<file path="config.mk">
export PLATFORM = sky130hd
export DESIGN_NAME = exc_seq_flat
export DESIGN_NICKNAME = d
export VERILOG_FILES = /design/src/rtl/exc_seq_if.sv /design/src/rtl/exc_seq.sv /design/src/flat_wrapper.sv
export SDC_FILE = /design/constraint.sdc
export NUM_CORES = 1
export LEC_CHECK = 0
export ABC_AREA = 1
export ABC_CLOCK_PERIOD_IN_PS = 1650
export CORE_ASPECT_RATIO = 2
export CORE_MARGIN = 1.5
export CORE_UTILIZATION = 25
export DETAILED_ROUTE_END_ITERATION = 10
export PLACE_DENSITY = 0.67
export SLEW_MARGIN = 30
export SYNTH_ARGS = -nofsm -noshare
export SYNTH_HDL_FRONTEND = slang
export SYNTH_SLANG_ARGS = --single-unit
</file>
<file path="constraint.sdc">
create_clock -name clk -period 1.65 [get_ports clk]
set_input_delay 0.165 -clock clk [delete_from_list [all_inputs] [get_ports clk]]
set_output_delay 0.165 -clock clk [all_outputs]
set_load 0.03 [all_outputs]
</file>
<file path="src/rtl/exc_seq_if.sv">
// exc_seq_if: bundles the controller request lines, the CP0 status/target
// inputs and the sequencer's CP0/fetch outputs into one port.
//   master : the controller/CP0 side, drives requests, status, exc_addr.
//   slave  : the sequencer, drives busy, CP0 pulses, redirect and counter.
interface exc_seq_if #(
    parameter int unsigned CNT_W = 8
);
    logic             valid;
    logic             syscall;
    logic             brk;
    logic             teq;
    logic             teq_eq;
    logic             eret_req;
    logic [31:0]      inst_pc;
    logic [31:0]      status;
    logic [31:0]      exc_addr;
    logic             busy;
    logic             exception;
    logic [4:0]       cause;
    logic [31:0]      epc;
    logic             eret;
    logic             pc_load;
    logic [31:0]      pc_target;
    logic [CNT_W-1:0] exc_count;

    modport master (
        output valid, syscall, brk, teq, teq_eq, eret_req, inst_pc, status, exc_addr,
        input  busy, exception, cause, epc, eret, pc_load, pc_target, exc_count
    );

    modport slave (
        input  valid, syscall, brk, teq, teq_eq, eret_req, inst_pc, status, exc_addr,
        output busy, exception, cause, epc, eret, pc_load, pc_target, exc_count
    );
endinterface

</file>
<file path="src/rtl/exc_seq.sv">
// exc_seq: exception sequencer in front of the CP0 register block.
// Decides whether a SYSCALL/BREAK/TEQ trap is taken (gated by Status),
// pulses CP0's exception/cause/epc, then redirects fetch to exc_addr.
// ERET pulses eret together with pc_load in a single cycle.
// Ports:
//   clk  - system clock, rising edge
//   rst  - asynchronous active-low reset
//   bus  - exc_seq_if.slave: controller requests, CP0 status/exc_addr,
//          busy stall, CP0 pulses, fetch redirect, taken-exception count
module exc_seq #(
    parameter int unsigned CNT_W = 8
) (
    input  logic      clk,
    input  logic      rst,
    exc_seq_if.slave  bus
);

    typedef enum logic [1:0] {
        IDLE     = 2'd0,
        TAKE     = 2'd1,
        REDIRECT = 2'd2,
        RET      = 2'd3
    } state_t;

    state_t           state, state_nxt;
    logic [4:0]       cause_q;
    logic [31:0]      epc_q;
    logic [CNT_W-1:0] cnt_q;

    logic             brk_ok, sys_ok, teq_ok;
    logic             exc_hit, ret_hit;
    logic [4:0]       cause_sel;
    logic             status_unused;

    // Only Status[3:0] carry enables for this block.
    assign status_unused = ^bus.status[31:4];

    // Request qualification; only meaningful while IDLE.
    always_comb begin
        brk_ok    = bus.brk     & bus.status[0] & bus.status[2];
        sys_ok    = bus.syscall & bus.status[0] & bus.status[1];
        teq_ok    = bus.teq & bus.teq_eq & bus.status[0] & bus.status[3];
        exc_hit   = bus.valid & (brk_ok | sys_ok | teq_ok);
        // An eligible exception always wins over ERET.
        ret_hit   = bus.valid & bus.eret_req & ~exc_hit;
        if (brk_ok)      cause_sel = 5'd9;
        else if (sys_ok) cause_sel = 5'd8;
        else             cause_sel = 5'd13;
    end

    // State register, latched cause/epc and saturating counter.
    always_ff @(posedge clk or negedge rst) begin
        if (!rst) begin
            state   <= IDLE;
            cause_q <= '0;
            epc_q   <= '0;
            cnt_q   <= '0;
        end else begin
            state <= state_nxt;
            if (state == IDLE && exc_hit) begin
                cause_q <= cause_sel;
                epc_q   <= bus.inst_pc;
                if (cnt_q != '1)
                    cnt_q <= cnt_q + 1'b1;
            end
        end
    end

    // Next-state logic; requests are ignored outside IDLE.
    always_comb begin
        state_nxt = state;
        unique case (state)
            IDLE: begin
                if (exc_hit)      state_nxt = TAKE;
                else if (ret_hit) state_nxt = RET;
            end
            TAKE:     state_nxt = REDIRECT;
            REDIRECT: state_nxt = IDLE;
            RET:      state_nxt = IDLE;
            default:  state_nxt = IDLE;
        endcase
    end

    // Outputs. busy is gated by rst so every output reads 0 during reset,
    // including the combinational accept path.
    always_comb begin
        bus.busy      = 1'b0;
        bus.exception = 1'b0;
        bus.cause     = '0;
        bus.epc       = '0;
        bus.eret      = 1'b0;
        bus.pc_load   = 1'b0;
        bus.pc_target = '0;
        bus.exc_count = cnt_q;
        unique case (state)
            IDLE: begin
                bus.busy = rst & (exc_hit | ret_hit);
            end
            TAKE: begin
                bus.busy      = 1'b1;
                bus.exception = 1'b1;
                bus.cause     = cause_q;
                bus.epc       = epc_q;
            end
            REDIRECT: begin
                bus.busy      = 1'b1;
                bus.pc_load   = 1'b1;
                bus.pc_target = bus.exc_addr;
            end
            RET: begin
                bus.busy      = 1'b1;
                bus.eret      = 1'b1;
                bus.pc_load   = 1'b1;
                bus.pc_target = bus.exc_addr;
            end
            default: begin
                bus.busy = 1'b0;
            end
        endcase
    end

endmodule

</file>
<file path="src/flat_wrapper.sv">
// flat-port wrapper written by rule: the top's interface ports become plain ports
module exc_seq_flat 
#(
    parameter int unsigned CNT_W = 8
)
  (clk, rst, bus_valid, bus_syscall, bus_brk, bus_teq, bus_teq_eq, bus_eret_req, bus_inst_pc, bus_status, bus_exc_addr, bus_busy, bus_exception, bus_cause, bus_epc, bus_eret, bus_pc_load, bus_pc_target, bus_exc_count);
  exc_seq_if #(.CNT_W(CNT_W)) bus_i ();
  input  logic clk;
  input  logic rst;
  input wire logic [$bits(bus_i.valid)-1:0] bus_valid;
  input wire logic [$bits(bus_i.syscall)-1:0] bus_syscall;
  input wire logic [$bits(bus_i.brk)-1:0] bus_brk;
  input wire logic [$bits(bus_i.teq)-1:0] bus_teq;
  input wire logic [$bits(bus_i.teq_eq)-1:0] bus_teq_eq;
  input wire logic [$bits(bus_i.eret_req)-1:0] bus_eret_req;
  input wire logic [$bits(bus_i.inst_pc)-1:0] bus_inst_pc;
  input wire logic [$bits(bus_i.status)-1:0] bus_status;
  input wire logic [$bits(bus_i.exc_addr)-1:0] bus_exc_addr;
  output wire logic [$bits(bus_i.busy)-1:0] bus_busy;
  output wire logic [$bits(bus_i.exception)-1:0] bus_exception;
  output wire logic [$bits(bus_i.cause)-1:0] bus_cause;
  output wire logic [$bits(bus_i.epc)-1:0] bus_epc;
  output wire logic [$bits(bus_i.eret)-1:0] bus_eret;
  output wire logic [$bits(bus_i.pc_load)-1:0] bus_pc_load;
  output wire logic [$bits(bus_i.pc_target)-1:0] bus_pc_target;
  output wire logic [$bits(bus_i.exc_count)-1:0] bus_exc_count;
  assign bus_i.valid = bus_valid;
  assign bus_i.syscall = bus_syscall;
  assign bus_i.brk = bus_brk;
  assign bus_i.teq = bus_teq;
  assign bus_i.teq_eq = bus_teq_eq;
  assign bus_i.eret_req = bus_eret_req;
  assign bus_i.inst_pc = bus_inst_pc;
  assign bus_i.status = bus_status;
  assign bus_i.exc_addr = bus_exc_addr;
  assign bus_busy = bus_i.busy;
  assign bus_exception = bus_i.exception;
  assign bus_cause = bus_i.cause;
  assign bus_epc = bus_i.epc;
  assign bus_eret = bus_i.eret;
  assign bus_pc_load = bus_i.pc_load;
  assign bus_pc_target = bus_i.pc_target;
  assign bus_exc_count = bus_i.exc_count;
  exc_seq #(.CNT_W(CNT_W)) u_core (.clk(clk), .rst(rst), .bus(bus_i));
endmodule
</file>
Word-level counts from Yosys, hierarchy flattened

Cells that the tools add are included.
Widths: inputs -> output; s select.

Add/subtract/negate cells: 1
Equal/unequal tests: 5
Mux-type cells: 12
Bitwise gates (word level): 15
Reductions and logical operators: 5

Operator list:

| operator            | count |
|---|---|
| $mux 32             | 2 |
| $and 1x1->1         | 11 |
| $add 8x1->8 const B | 1 |
| $ne 8x8->1 const B  | 1 |
| $mux 3              | 2 |
| $pmux 2 s3          | 1 |
| $mux 5              | 1 |
| $eq 2x2->1 const B  | 2 |
| $mux 2              | 2 |
| $mux 1              | 3 |
| $ne 3x1->1 const B  | 1 |
| $or 1x1->1          | 3 |
| $reduce_or 3->1     | 1 |
| $eq 2x1->1 const B  | 1 |
| $logic_not 2->1     | 1 |
| $pmux 1 s2          | 1 |
| $reduce_and 2->1    | 1 |
| $reduce_or 2->1     | 1 |
| $logic_and 1x1->1   | 1 |
| $not 1->1           | 1 |

Register bits after elaboration: 47
Input bits: 104
Output and inout bits: 81

Logic depth before layout (Yosys ltp)

Gate-level depths: netlist (run 1).

Word-level depth: 10
Depth in mapped cells: 7
Mapped depth without buffers: 7

Worst setup path after synthesis (run 1)

Ideal clock, no wire load.

Kind: flip-flop to output port
Start point: reg u_core.state[1]
End point: out bus_epc[22]
Arrival time: 1.921 ns
Data required time: 1.485 ns
Path slack: -0.436 ns
Stages on the path, launching flop included: 6
Path through: dfrtp_1 > buf_6 > nor2_1 > clkinv_1 > buf_2 > nor2_1

Word-level cells in the longest chain between the ends: 2

Ends and longest elaborated chain:

| what                   | RTL line           | text |
|---|---|---|
| start, declared        | exc_seq.sv:25      | `state_t state, state_nxt;` |
| start signal, assigned | exc_seq.sv:59      | `state <= state_nxt;` |
| $eq 2x1->1             | exc_seq.sv:95      | `unique case (state)` |
| $mux 32                | exc_seq.sv:95      |  |
| end, declared          | flat_wrapper.sv:22 | `output wire logic [$bits(bus_i.epc)-1:0] bus_epc;` |

Every way passes these cells.

Worst setup path after layout (run 1)

Start point: reg u_core.cnt_q[5] (netlist: u_core.bus.exc_count[5])
End point: out bus_exc_count[5]

RTL lines:

| what                   | RTL line           | text |
|---|---|---|
| start, declared        | exc_seq.sv:28      | `logic [CNT_W-1:0] cnt_q;` |
| start signal, assigned | exc_seq.sv:64      | `cnt_q <= cnt_q + 1'b1;` |
| end, declared          | flat_wrapper.sv:26 | `output wire logic [$bits(bus_i.exc_count)-1:0] bus_exc_count;` |

No word-level cell between the ends.

==> results of run 1 <==
worst register-to-register path: cells and delay by family, from the launching register on:
family        cells  cell delay, ns
fa+ha+maj         1            0.24
buf+inv           2            0.25
flops             1            0.43
simple gates      5            0.43
synthesized netlist by cell type:
master and count:
clkbuf_1 4, inv_1 74, xor2_1 3, buf_4 6, o21ai_0 33, nand2_2 1, buf_6 1, clkbuf_2 2
buf_2 4, a31oi_1 1, nor2_2 1, dfrtp_1 45, nand3_1 13, o21bai_2 1, conb_1 1, xnor2_1 2
nand2_1 97, clkinv_1 1, nor2_8 1, o31ai_1 1, nand4_1 2, ha_1 1, nand3b_1 1, nor2_1 46
o21ai_1 1
cells by family after synthesis:
| logic type | Yosys count |
|---|---|
| AO/OA/AOI/OAI | 37 |
| XOR/XNOR | 5 |
| buffers and inverters | 92 |
| other | 1 |
| flip-flops | 45 |
| adder cells (fa/ha/maj) | 1 |
| AND/OR/NAND/NOR | 162 |
area by class of cell:
cell class                 count  area, um2
fill                         960       5130
timing repair buffer         166       1530
sequential                    45       1130
multi-input combinational    207       1010
inverter                      75        282
tap                          104        130
clock buffer                   5        125
clock inverter                 3       46.3
power by group:
group / leakage [nW] / switching (mW) / internal [mW]
logic: 1.67 / 2.56 / 1.49
registers: 0.555 / 0.196 / 1.58
clock network: 0.0800 / 0.426 / 0.716
total: 2.31 / 3.18 / 3.78
flip-flops by register name, indices dropped and copies added (netlist names):
signal and cells:
u_core.state 2, u_core.cause_q 3, u_core.epc_q 32, u_core.bus.exc_count 8
placed cells by master, fill, tap and decap left out, types with 2 or more instances in the layout:
cell and n:
buf_12 5, buf_4 73, buf_6 4, clkbuf_16 5
clkdlybuf4s50_1 80, conb_1 2, dfrtp_1 44, dlymetal6s2s_1 2
inv_1 74, nand2_1 96, nand2_2 2, nand3_1 13
nand4_1 2, nor2_1 12, nor2_2 34, o21ai_0 33
xnor2_1 2, xor2_1 3
worst max path at each step:
stage,endpoint,slack (ns),cells after the start,startpoint
6_report,bus_exc_count[5],0.05,1,u_core.bus.exc_count[5]
3_5_place_dp,bus_busy,-0.09,8,bus_status[0]
5_1_grt,bus_busy,-0.04,8,bus_teq_eq
2_1_floorplan,bus_epc[10],0.04,5,u_core.state[1]
3_3_place_gp,bus_busy,-0.06,8,bus_status[0]
4_1_cts,bus_epc[20],-0.0009,5,u_core.state[1]
per-layer routing:
layer	track usage, %	vias up	routed length [um]
met5	0	-	0
met4	5.06	0	104
met3	2.69	6	283
met2	26.1	71	4080
met1	16.6	1187	2950
li1	-	1310	-
stage by stage:
step	area [um2]	TNS, ns	hold WS [ns]	worst slack [ns]	utilization [%]
finish	4250	0	0.0383	0.0510	45.3
global route	4250	-0.0440	0.106	-0.0440	45.3
CTS	4240	-0.00103	0.0828	-0.000937	45.2
detailed placement	4050	-0.395	0.400	-0.0853	43.1
global placement	4050	-0.0794	0.389	-0.0636	43.1
floorplan	2500	0	-0.131	0.0391	-
what timing repair did:
action / CTS / global route
hold endpoints to repair: 0 / 0
resized for setup: 11 / 3
setup endpoints to repair: 12 / 37
buffers inserted: 0 / 0
pin swaps: 0 / 1
==> summary.md, run 1 <==
| Metric | Value |
|---|---|
| Vias after detailed routing | 2,574 |
| Area share of fa/ha/maj cells after synthesis | 0.517% |
| Share of layout cells above drive strength 1 | 26.3% |
| Post-Route WL | 7420 um |
| Synth Area in XOR/XNOR | 1.81% |
| TritonCTS clock tree | built |
| IO Count | 185 |
| Post-synthesis mux area share | 0% |
| Post-route insts no fill | 605 |
| Worst ir drop on vdd | 0.000930 V |
| Latest clock arrival within the worst-skew pair | 0.29 ns |
| Final ANT Viol Nets | 0 |
| ANT cells | 0 |
| Setup violators final | 0 |
| Initial antenna violation count | 0 |
| Drc violations | 0 |
| Crit path buf inv count | 1 |
| Tot Pwr | 6.96 mW |
| Type of the worst setup path | register to primary output |
| Main combinational cell family by area after synthesis | simple AND/OR/NAND/NOR gates |
| Area share of the largest cell type after synthesis | 46.6% |
| Crit path DAT | 1.43 ns |
| Synth area leader | dfrtp_1 |
| Die height | 142 um |
| Fin crit period | 1.60 ns |
| Mapped cell area | 0.00242 mm2 |
| CTS HTree Levels | 2 |
| FF-to-FF Start | u_core.bus.exc_count[0] |
| Syn Inst Count | 343 |
| Clock buffer depth | 2 |
| Via-to-Cell Ratio | 4.25 |
| #FFs+latches synth | 45 |
| F_max | 625 MHz |
| Worst-margin pin slew | 0.572 ns |
| Port bufs | 154 |
| Die Area | 0.0103 mm2 |
| Area growth, synth to finish | 75.7% |
| Critical-path maximum fanout | 5 |
| Nets | 605 |
| Slowest cell on the critical path | clkdlybuf4s50_1 |
| Final Hold Viols | 0 |
| Compound-Gate Fraction of Synth Area | 8.07% |
| TritonCTS Sinks | 45 |
| Flop-to-flop setup slack | 0.20 ns |
| Unrepaired setup endpoints after global routing | yes |
| Period utilisation layout | 96.9% |
| RR Endpoint | u_core.bus.exc_count[5] |
| Dpl hpwl | 5920 um |
| Row count | 50 |
| Sequential share of the synthesized area | 46.6% |
| Outcome | finished clean |
| Critical path's largest stage delay | 0.71 ns |
| Drt wl/cell | 12.3 um |
| Initial DRC count | 123 |
| CP Cell Sequence | clkdlybuf4s50_1 |
| Synth top area cells | dfrtp_1, nand2_1, inv_1 |
| Largest net degree at the start of global routing | 47 |
| Relative slew slack | 61.8% |
| Root buffer cell | clkbuf_16 |
| Mean Syn Cell Area | 7.05 um2 |
| Grt total ovfl | 0 |
| Hold_buf cts | 0 |
| Layout Skew | 0.00423 ns |
| CP Launch Type | register |
| Post-synthesis simple-gate area fraction | 27.1% |
| GRT Util Overall | 14.5% |
| Worst Hold Class | primary input to asynchronous set/reset pin |
| Pins Over Slew Limit | 0 |
| Number of buffers created by CTS | 5 |
| Core Footprint | 0.00938 mm2 |
| GP Congestion | 0.777 |
| Required @ worst endpoint | 1.48 ns |
| Max-Cap Viols | 0 |
| Initial Util | 25.8% |
| Delay-heaviest family, CP | buffers and inverters |
| Type of destination of the critical path | primary output |
| Static Leak | 2.31 nW |
| Synth Warn # | 0 |
| Die X | 72.6 um |
| Cell depth of the worst flop-to-flop path | 8 |
| DR pass1 iterations | 4 |
| Clock transition at path regs | 0.07 ns |
| First-pass GRT wire length | 11,600 um |
| Placed instance count | 597 |
| Power Density | 1640 mW/mm2 |
| Vias in the first global route | 2,524 |
| Number of distinct library cells after synthesis | 25 |
No activity file was read; power rests on OpenSTA's default activity.
==> run 2: changes to the inputs <==
Settings changed: ABC_AREA 1 to unset, HOLD_SLACK_MARGIN set to 0.1, PLACE_DENSITY 0.67 to 0.68.
==> run 2 against run 1 <==
  * Global-route usage is 0.98 points lower
  * Setup slack worse by 0.033 ns
  * Die area shrank 3.4%
  * Critical endpoint is now bus_epc[17]
  * Largest power group unchanged
  * Highest routed layer unchanged
==> summary.md, run 2 <==
| Metric | Value |
|---|---|
| Design Area, Final | 0.00416 mm2 |
| Hold slack | 0.407 ns |
| Drt wl/cell | 14.4 um |
| Die Area | 0.00996 mm2 |
| Critical path's largest stage delay | 0.47 ns |
| Vias in the first global route | 2,146 |
| Initial Util | 25.9% |
| Placed inst area | 0.00385 mm2 |
| Power Density | 1060 mW/mm2 |
| Worst ir drop on vdd | 0.000653 V |
| Crit path DAT | 1.47 ns |
| Register bank with the most flops | u_core.epc_q |
| Post-synth top flop | dfrtp_1 |
| Final Hold Viols | 0 |
| Core Footprint | 0.00901 mm2 |
| CP Cell Sequence | nor2b_4, buf_6, and2_1, buf_6 |
| Critical-path maximum fanout | 11 |
| GRT Util Overall | 13.5% |
| TritonCTS clock tree | built |
| DR pass1 iterations | 4 |
| Static Leak | 1.95 nW |
| Fillers | 896 |
| Most common cell in the netlist | and2_1 |
| Synth Warn # | 0 |
| Outcome | finished clean |
| Synth area leader | dfrtp_1 |
| F_max | 613 MHz |
| Drc violations | 0 |
| Number of flip-flops under the largest register name | 32 |
| Post-Route WL | 6880 um |
| Initial DRC count | 24 |
| Setup violators final | 0 |
| Area share of the largest cell type after synthesis | 48.2% |
| Multi-input logic area | 0.00114 mm2 |
| Post-synth EDFFs | 0 |
| Sequential share of the synthesized area | 48.2% |
| Pins Over Slew Limit | 0 |
| Unrepaired setup endpoints after global routing | yes |
| Period utilisation layout | 98.9% |
| Number of distinct library cells after synthesis | 29 |
| TritonCTS Sinks | 45 |
| Worst Hold Class | primary input to register |
| Die X | 71.3 um |
| Clock buffer depth | 2 |
| Root buffer cell | clkbuf_16 |
| Final ANT Viol Nets | 0 |
| Required @ worst endpoint | 1.48 ns |
| Nets | 478 |
| Most frequent CP cell | buf_6 |
| Latest clock arrival within the worst-skew pair | 0.29 ns |
| Max-Cap Viols | 0 |
| Initial antenna violation count | 0 |
| Worst-margin pin slew | 0.579 ns |
| Post-layout util | 46.1% |
| Reg area | 0.00113 mm2 |
| Dpl hpwl | 5250 um |
| Commonest non-fill, non-tap cells in the layout | clkdlybuf4s50_1, buf_4, and2_1, dfrtp_1, mux2_2 |
| Largest net degree at the start of global routing | 46 |
| Mapped cell area | 0.00233 mm2 |
| First-pass GRT wire length | 10,500 um |
| CP Launch Type | register |
| Async SR Flop Fraction | 100% |
| #FFs+latches synth | 45 |
| Via-to-Cell Ratio | 4.50 |
| Type of the worst setup path | register to primary output |
| Row count | 49 |
| ANT cells | 0 |
| Layout Skew | 0.00720 ns |
| Synth top area cells | dfrtp_1, and2_1, mux2_2 |
| Area growth, synth to finish | 78.1% |
| CTS HTree Levels | 2 |
| Most frequent cells after synthesis | and2_1, dfrtp_1, mux2_2, clkbuf_1, nor2_1 |
| Clock transition at path regs | 0.06 ns |
| Die height | 140 um |
| IO Count | 185 |
| Grt total ovfl | 0 |
| Syn Inst Count | 207 |
| Number of buffers created by CTS | 5 |
| Tot Pwr | 4.41 mW |
| Port bufs | 154 |
| Mean Syn Cell Area | 11.3 um2 |
| Share of layout cells above drive strength 1 | 37.4% |
| Slowest cell on the critical path | dfrtp_2 |
| GP Congestion | 0.767 |
| Type of destination of the critical path | primary output |
| Relative slew slack | 61.4% |
| Vias after detailed routing | 2,141 |
| Fin crit period | 1.63 ns |
| Setup TNS | 0 ns |
-- run 2: repair_timing --
action	4_1_cts	5_1_grt
buffers inserted	2	1
hold endpoints to repair	45	0
setup endpoints to repair	56	61
pin swaps	2	1
hold buffers	1	0
gates resized for setup	18	18
cloned	1	1
-- run 2: power breakdown --
group          total [mW]  internal [mW]  switching [mW]
clock network        1.14          0.718           0.418
logic                1.64          0.841           0.801
registers            1.63           1.44           0.197
total                4.41           3.00            1.42
-- run 2: cells by family after synthesis --
family                     share of synthesized area, %
and+or+nand+nor                                    25.3
DFF                                                48.2
muxes                                              16.4
buffers and inverters                              4.50
AOI/OAI and AO/OA                                  3.00
xor gates and xnor gates                           1.88
adders and majority gates                         0.536
other                                             0.161
-- run 2: path summary, 6_finish.rpt --
kind | endpoint | slack (ns) | start | depth (start not counted)
setup / recovery | bus_epc[17] | 0.02 | u_core.state[1] | 4
hold / removal | u_core.cause_q[0] | 0.41 | bus_status[2] | 3
setup reg to reg | u_core.epc_q[27] | 0.08 | u_core.state[1] | 4
hold reg to reg | u_core.cause_q[3] | 0.49 | u_core.cause_q[3] | 1
max in group asynchronous | u_core.state[0] | 0.71 | rst | 3
min in group asynchronous | u_core.bus.exc_count[6] | 0.52 | rst | 3
-- run 2: worst max-delay path, delay by kind of cell (launching register included) --
family	cells	cell delay [ns]
buffers and inverters	2	0.31
flip-flops	1	0.47
AND/OR/NAND/NOR	2	0.40
-- run 2: through the flow --
step                      instances  worst slack (ns)
final                           476            0.0175
after global routing            476           -0.0307
after CTS                       474           0.00337
after detailed placement        462            -0.530
after global placement          462            -0.533
after floorplan                 208            0.0615
-- run 2: final cells by class --
cell class	count	share of cell area, %
repair buffers	172	38.4
multi-input cells	149	27.3
flip-flops and latches	45	27.1
clock buffers	6	3.10
well taps	102	3.07
clock inverters	2	0.933
-- run 2: routing by layer --
| layer | vias up | global-route usage (%) | wire (um) |
|---|---|---|---|
| met1 | 1007 | 11.8 | 2050 |
| met5 | - | 0 | 0 |
| li1 | 1017 | - | - |
| met3 | 9 | 3.40 | 554 |
| met2 | 108 | 26.9 | 4110 |
| met4 | 0 | 6.26 | 158 |
==> RTL change 1 (settings of run 1) <==
Re-encode `state_t` (4 states) as one-hot, 4 bits wide.
--- a/src/rtl/exc_seq.sv
+++ b/src/rtl/exc_seq.sv
@@ -15,11 +15,11 @@
     exc_seq_if.slave  bus
 );
 
-    typedef enum logic [1:0] {
-        IDLE     = 2'd0,
-        TAKE     = 2'd1,
-        REDIRECT = 2'd2,
-        RET      = 2'd3
+    typedef enum logic [3:0] {
+        IDLE     = 4'b0001,
+        TAKE     = 4'b0010,
+        REDIRECT = 4'b0100,
+        RET      = 4'b1000
     } state_t;
 
     state_t           state, state_nxt;
Formal check against the unedited RTL: no difference found for any inputs over 10 cycles, from zero or initial values and one cycle with rst low; not proved beyond that.
==> RTL change 1 against run 1 <==
  * The flow now finishes with violations (negative setup slack)
  * Count of clock-buffer cells in the layout increased by 1
  * Synthesized cell count is 4.4% higher
  * Via count grew 7.9%
  * Register-to-register slack worse by 0.27 ns
  * Worst setup slack worse by 0.12 ns
  * Maximum frequency down 7.2%
  * Synthesized area rose by 5.0%
  * Sequential cell count up 2
  * Final area up 14%
  * Core utilization increased by 4.2 points
  * Wire length up 14%
Power is not compared: it rests on default switching activity, and its combinational part moved more than twofold at a synthesized area within 25%.
==> RTL change 1: results (changes against run 1) <==
- Dpl hpwl: 5870 um (was 5920 um)
- Violated checks: negative setup slack
- Per-cell routed wire length: 12.8 um (was 12.3 um)
- DR vias: 2,778 (was 2,574)
- Hold Path Class: primary input to asynchronous set/reset pin (unchanged)
- Reg2reg end: u_core.epc_q[19] (was u_core.bus.exc_count[5])
- Top post-synthesis cells by area: dfrtp_1 (45%), inv_1 (12%), nor2_1 (11%) (was dfrtp_1 (47%), nand2_1 (15%), inv_1 (11%))
- Final worst slack: -0.0738 ns (was 0.0510 ns)
- Yosys warns: 0 (unchanged)
- Vias in the first global route: 2,682 (was 2,524)
- Area growth syn-to-layout: 91.4% (was 75.7%)
- Setup repair bufs after CTS: 3 (was 0)
- Crit-path max cell delay: 0.41 ns (was 0.71 ns)
- Avg Cell Area, Syn: 7.09 sq um (was 7.05 sq um)
- Initial antenna violation count: 0 (unchanged)
- Crit-path max FO: 12 (was 5)
- Fillers: 976 (was 960)
- Layout Nets: 635 (was 605)
- DRT Wirelength: 8470 um (was 7420 um)
- Setup TNS: -2.08 ns (was 0 ns)
- GR Layer Usage met1: 14.5% (was 16.6%)
- Minimum hold slack: 0.0649 ns (was 0.0383 ns)
- Dpl cell area: 4140 sq um (was 4050 sq um)
- Worst-path clk slew: 0.07 ns (about the same)
- Slowest cell on the critical path: dfrtp_1 (was clkdlybuf4s50_1)
- List of most frequent post-synthesis cells: inv_1 (79), nor2_1 (74), nand2_1 (70) (was nand2_1 (97), inv_1 (74), nor2_1 (46))
- LEAKAGE: approximately 2.5 nW
- Worst Skew: 0.00429 ns (was 0.00423 ns)
- Iter 0 DRT Violations: 65 (was 123)
- Bufs on Longest Clock Path: 2 (unchanged)
- Worst-Skew Late Latency: 0.29 ns (about the same)
- Place WS: -0.112 ns (was -0.0853 ns)
- Met2 Resource Use GR: 27.6% (was 26.1%)
- FF-to-FF path depth: 9 (was 8)
- Layout cells sized above 1: 32.2% (was 26.3%)
- Worst EP arrival: 1.92 ns (was 1.43 ns)
- GP Congestion: 0.815 (was 0.777)
- Root Buffer: clkbuf_16 (unchanged)
- Slew headroom: 60.9% (was 61.8%)
- Final Setup Violations: 85 (was 0)
- First-pass GRT wire length: 12,100 um (was 11,600 um)
- Register area share after synthesis: 46.4% (was 46.6%)
- Start of the worst register-to-register path: u_core.state[2] (was u_core.bus.exc_count[0])
- Synth cell types: 26 (was 25)
- PortBufs: 154 (unchanged)
- CP top delay family: simple AND/OR/NAND/NOR gates (was buffers and inverters)
- Pin count of the biggest net entering global routing: 48 (was 47)
- Met3 Usage GRT: 2.01% (was 2.69%)
- Post-CTS sizing: 28 (was 11)
- Gr usage total: 14.3% (was 14.5%)
- Run status: complete, but fails checks (was finished clean)
- Antenna cells: 0 (unchanged)
## RTL change 1: cell types whose count changed after synthesis, sizes merged, moves of 2 or more
cell	run 1	this run
nand2	98	71
nor2	48	75
inv	74	82
nand3	13	17
clkbuf	6	4
nor3	0	2
xnor2	2	0
## RTL change 1: area by class of cell
cell class / instances / area share [%]
well taps: 132 / 3.40
inverters: 82 / 6.33
clock inverters: 2 / 0.798
clock buffers: 6 / 2.86
flip-flops and latches: 47 / 24.2
multi-input cells: 214 / 24.7
repair buffers: 180 / 37.7
## RTL change 1: how the worst max path moves through the flow
| stage | startpoint | endpoint | slack (ns) | cells past startpoint |
|---|---|---|---|---|
| finish | u_core.state[2] | u_core.epc_q[19] | -0.07 | 9 |
| global route | u_core.state[3] | bus_busy | -0.15 | 7 |
| CTS | u_core.state[1] | bus_pc_target[12] | -0.05 | 5 |
| detailed placement | bus_status[0] | bus_busy | -0.11 | 8 |
| global placement | bus_status[0] | bus_busy | -0.09 | 8 |
| floorplan | u_core.state[1] | bus_eret | 0.06 | 1 |
## RTL change 1: kinds of logic (layout without fill, tap and decap cells)
| group | Yosys count | in the layout | share of synthesized area [%] |
|---|---|---|---|
| xor+xnor | 4 | 4 | 1.38 |
| flops | 47 | 47 | 46.4 |
| compound gates | 37 | 37 | 7.59 |
| buf+inv | 98 | 270 | 16.3 |
| other cells | 1 | 2 | 0.148 |
| simple gates | 170 | 170 | 27.8 |
| fa+ha+maj | 1 | 1 | 0.493 |
## RTL change 1: power by group
group | internal (mW) | switching [mW]
sequential | 1.52 | 0.155
clock | 0.762 | 0.448
combinational | 0.640 | 0.833
total | 2.92 | 1.44
## RTL change 1: per-layer routing
layer / vias up / share of wire (%)
met4: 0 / 2.4
met2: 84 / 58
met1: 1285 / 35
met5: - / 0
li1: 1393 / -
met3: 16 / 4.3
==> RTL change 2 (settings of run 1) <==
Without the edit above. `CNT_W` is set to 8 in 3 places; all go to 6.
--- a/src/rtl/exc_seq_if.sv
+++ b/src/rtl/exc_seq_if.sv
@@ -3,7 +3,7 @@
 //   master : the controller/CP0 side, drives requests, status, exc_addr.
 //   slave  : the sequencer, drives busy, CP0 pulses, redirect and counter.
 interface exc_seq_if #(
-    parameter int unsigned CNT_W = 8
+    parameter int unsigned CNT_W = 6
 );
     logic             valid;
     logic             syscall;
--- a/src/rtl/exc_seq.sv
+++ b/src/rtl/exc_seq.sv
@@ -8,7 +8,7 @@
 //   bus  - exc_seq_if.slave: controller requests, CP0 status/exc_addr,
 //          busy stall, CP0 pulses, fetch redirect, taken-exception count
 module exc_seq #(
-    parameter int unsigned CNT_W = 8
+    parameter int unsigned CNT_W = 6
 ) (
     input  logic      clk,
     input  logic      rst,
--- a/src/flat_wrapper.sv
+++ b/src/flat_wrapper.sv
@@ -1,7 +1,7 @@
 // flat-port wrapper written by rule: the top's interface ports become plain ports
 module exc_seq_flat 
 #(
-    parameter int unsigned CNT_W = 8
+    parameter int unsigned CNT_W = 6
 )
   (clk, rst, bus_valid, bus_syscall, bus_brk, bus_teq, bus_teq_eq, bus_eret_req, bus_inst_pc, bus_status, bus_exc_addr, bus_busy, bus_exception, bus_cause, bus_epc, bus_eret, bus_pc_load, bus_pc_target, bus_exc_count);
   exc_seq_if #(.CNT_W(CNT_W)) bus_i ();
Interface: changed (resized bus_exc_count); port bits go from 185 to 183. The function was not compared with the original's and may differ.
==> RTL change 2 against run 1 <==
  * Via count is 3.5% higher
  * Core utilization down 0.33 points
  * Worst setup slack got worse by 0.031 ns
  * Final area hardly changed
  * Synthesized area is 1.0% higher
  * Die area is 1.0% higher
  * Sequential cell count shrank 2
  * Wire length increased by 1.4%
Power is not compared: it rests on default switching activity, and its combinational part moved more than twofold at a synthesized area within 25%.
==> RTL change 2: results (changes against run 1) <==
- Maximum VDD drop: a little under 0.0008 V
- Int Power: 2.94 mW
- Bufs on Longest Clock Path: 2 (unchanged)
- Number of flip-flops in the largest register: 32 (unchanged)
- LEAKAGE: approximately 2.4 nW
- Fillers: 973 (was 960)
- GP Congestion: 0.764 (was 0.777)
- Place WS: -0.00681 ns (was -0.0853 ns)
- Register area share after synthesis: 44.0% (was 46.6%)
- Initial antenna violation count: 0 (unchanged)
- Slowest cell on the critical path: dfrtp_1 (was clkdlybuf4s50_1)
- CTS H-tree depth: 2 (unchanged)
- Worst Setup Path Type: flop to output port (unchanged)
- Run status: finished clean (unchanged)
- PortBufs: 152 (was 154)
- Worst-path clk slew: 0.06 ns
- Gr usage total: 14.9% (was 14.5%)
- Pin count of the biggest net entering global routing: 37 (was 47)
- Vias in the first global route: 2,628 (was 2,524)
- Yosys warns: 0 (unchanged)
- Via/cell ratio: 4.11 (was 4.25)
- Per-cell routed wire length: 11.6 um (was 12.3 um)
- Synth cell types: 25 (unchanged)
- Worst Skew: 0.00322 ns (was 0.00423 ns)
- Start of the worst register-to-register path: u_core.bus.exc_count[1] (was u_core.bus.exc_count[0])
- Critical path origin: u_core.state[1] (was u_core.bus.exc_count[5])
- Reg2reg end: u_core.bus.exc_count[1] (was u_core.bus.exc_count[5])
- Commonest register cell after synthesis: dfrtp_1 (unchanged)
- Layout cells sized above 1: 20.1% (was 26.3%)
- Hold Path Class: primary input to flop (was primary input to asynchronous set/reset pin)
- FF-to-FF path depth: 6 (was 8)
- Root Buffer: clkbuf_16 (unchanged)
- Top post-synthesis cells by area: dfrtp_1 (44%), nand2_1 (19%), inv_1 (12%) (was dfrtp_1 (47%), nand2_1 (15%), inv_1 (11%))
- Fin crit share: 98.8% (was 96.9%)
- Crit-path max FO: 36 (was 5)
- Crit-path max cell delay: 0.38 ns (was 0.71 ns)
- First-pass GRT wire length: 12,100 um (was 11,600 um)
- Worst-Skew Late Latency: about 0.28 ns
- FFs w/ async S/R, synth: 100% (unchanged)
- Dpl hpwl: 5880 um (was 5920 um)
- Top reg by flops: u_core.epc_q (unchanged)
- Layout Nets: 622 (was 605)
- Iter 0 DRT Violations: 89 (was 123)
- Antenna cells: 0 (unchanged)
- TritonRoute pass-1 iters: 6 (was 4)
- List of most frequent post-synthesis cells: nand2_1 (122), inv_1 (76), dfrtp_1 (43) (was nand2_1 (97), inv_1 (74), nor2_1 (46))
- End of the critical path: bus_busy (was bus_exc_count[5])
- R2R Setup Slk: around 0.21 ns
- Worst EP arrival: 1.46 ns (was 1.43 ns)
RTL change 2: cell count changes in the layout (fill, tap and decap cells not counted), sizes merged, moves of 5 or more:
cell,before,now
nor2,48,41
o21ai,34,3
nand3,13,38
nand4,2,7
nand2,98,123
RTL change 2: logic make-up after synthesis:
logic type,count (synthesis),synth area share [%]
compound gates,7,1.79
flops,43,44.0
simple gates,210,36.3
xor+xnor,3,1.08
buf+inv,99,16.1
other cells,1,0.153
fa+ha+maj,1,0.512
RTL change 2: worst max-delay path, delay by kind of cell, from the launching register on:
kind,cells,cell delay (ns)
buffers and inverters,2,0.43
DFF,1,0.38
and+or+nand+nor,2,0.37
RTL change 2: what timing repair did:
action	CTS	global route
setup endpoints to repair	37	28
buffers inserted	0	3
gates resized for setup	6	1
cloned	0	0
hold buffers	1	0
pin swaps	1	1
endpoints found under the hold margin	43	0
RTL change 2: cell type report:
class | count | share of cell area (%)
Inverter | 77 | 6.92
Clock inverter | 3 | 1.03
Tap cell | 130 | 3.83
Sequential cell | 43 | 25.3
Clock buffer | 5 | 2.95
Multi-Input combinational cell | 223 | 23.3
Timing Repair Buffer | 167 | 36.6
RTL change 2: how the worst min path moves through the flow:
stage                               to  slack, ns  cells past startpoint             from
6_report              u_core.epc_q[19]       0.44                      3  bus_inst_pc[19]
3_3_place_gp           u_core.epc_q[9]       0.26                      2              rst
2_1_floorplan  u_core.bus.exc_count[0]      -0.13                      0              rst
5_1_grt               u_core.epc_q[19]       0.43                      3  bus_inst_pc[19]
3_5_place_dp           u_core.epc_q[9]       0.26                      2              rst
4_1_cts               u_core.epc_q[19]       0.43                      3  bus_inst_pc[19]
RTL change 2: routing by layer:
| layer | up-vias | share of wire (%) | global-route usage (%) |
|---|---|---|---|
| met5 | - | 0 | 0 |
| met4 | 0 | 3.3 | 7.05 |
| met3 | 18 | 4.5 | 2.82 |
| met2 | 85 | 55 | 27.6 |
| met1 | 1198 | 37 | 15.5 |
| li1 | 1362 | - | - |
RTL change 2: power groups by stage:
| stage | registers, mW | logic [mW] | clock network [mW] |
|---|---|---|---|
| after floorplan | 1.68 | 1.13 | 0 |
| after global placement | 1.63 | 1.97 | 0 |
| after detailed placement | 1.64 | 2.01 | 0 |
| after CTS | 1.63 | 2.03 | 1.16 |
| after global routing | 1.67 | 2.21 | 1.21 |
| final | 1.63 | 2.01 | 1.11 |
RTL change 2: per-stage QoR:
step | instances | cell area (sq um)
floorplan | 365 | 2450
global placement | 636 | 4030
detailed placement | 636 | 4030
CTS | 645 | 4220
global route | 648 | 4250
finish | 648 | 4250
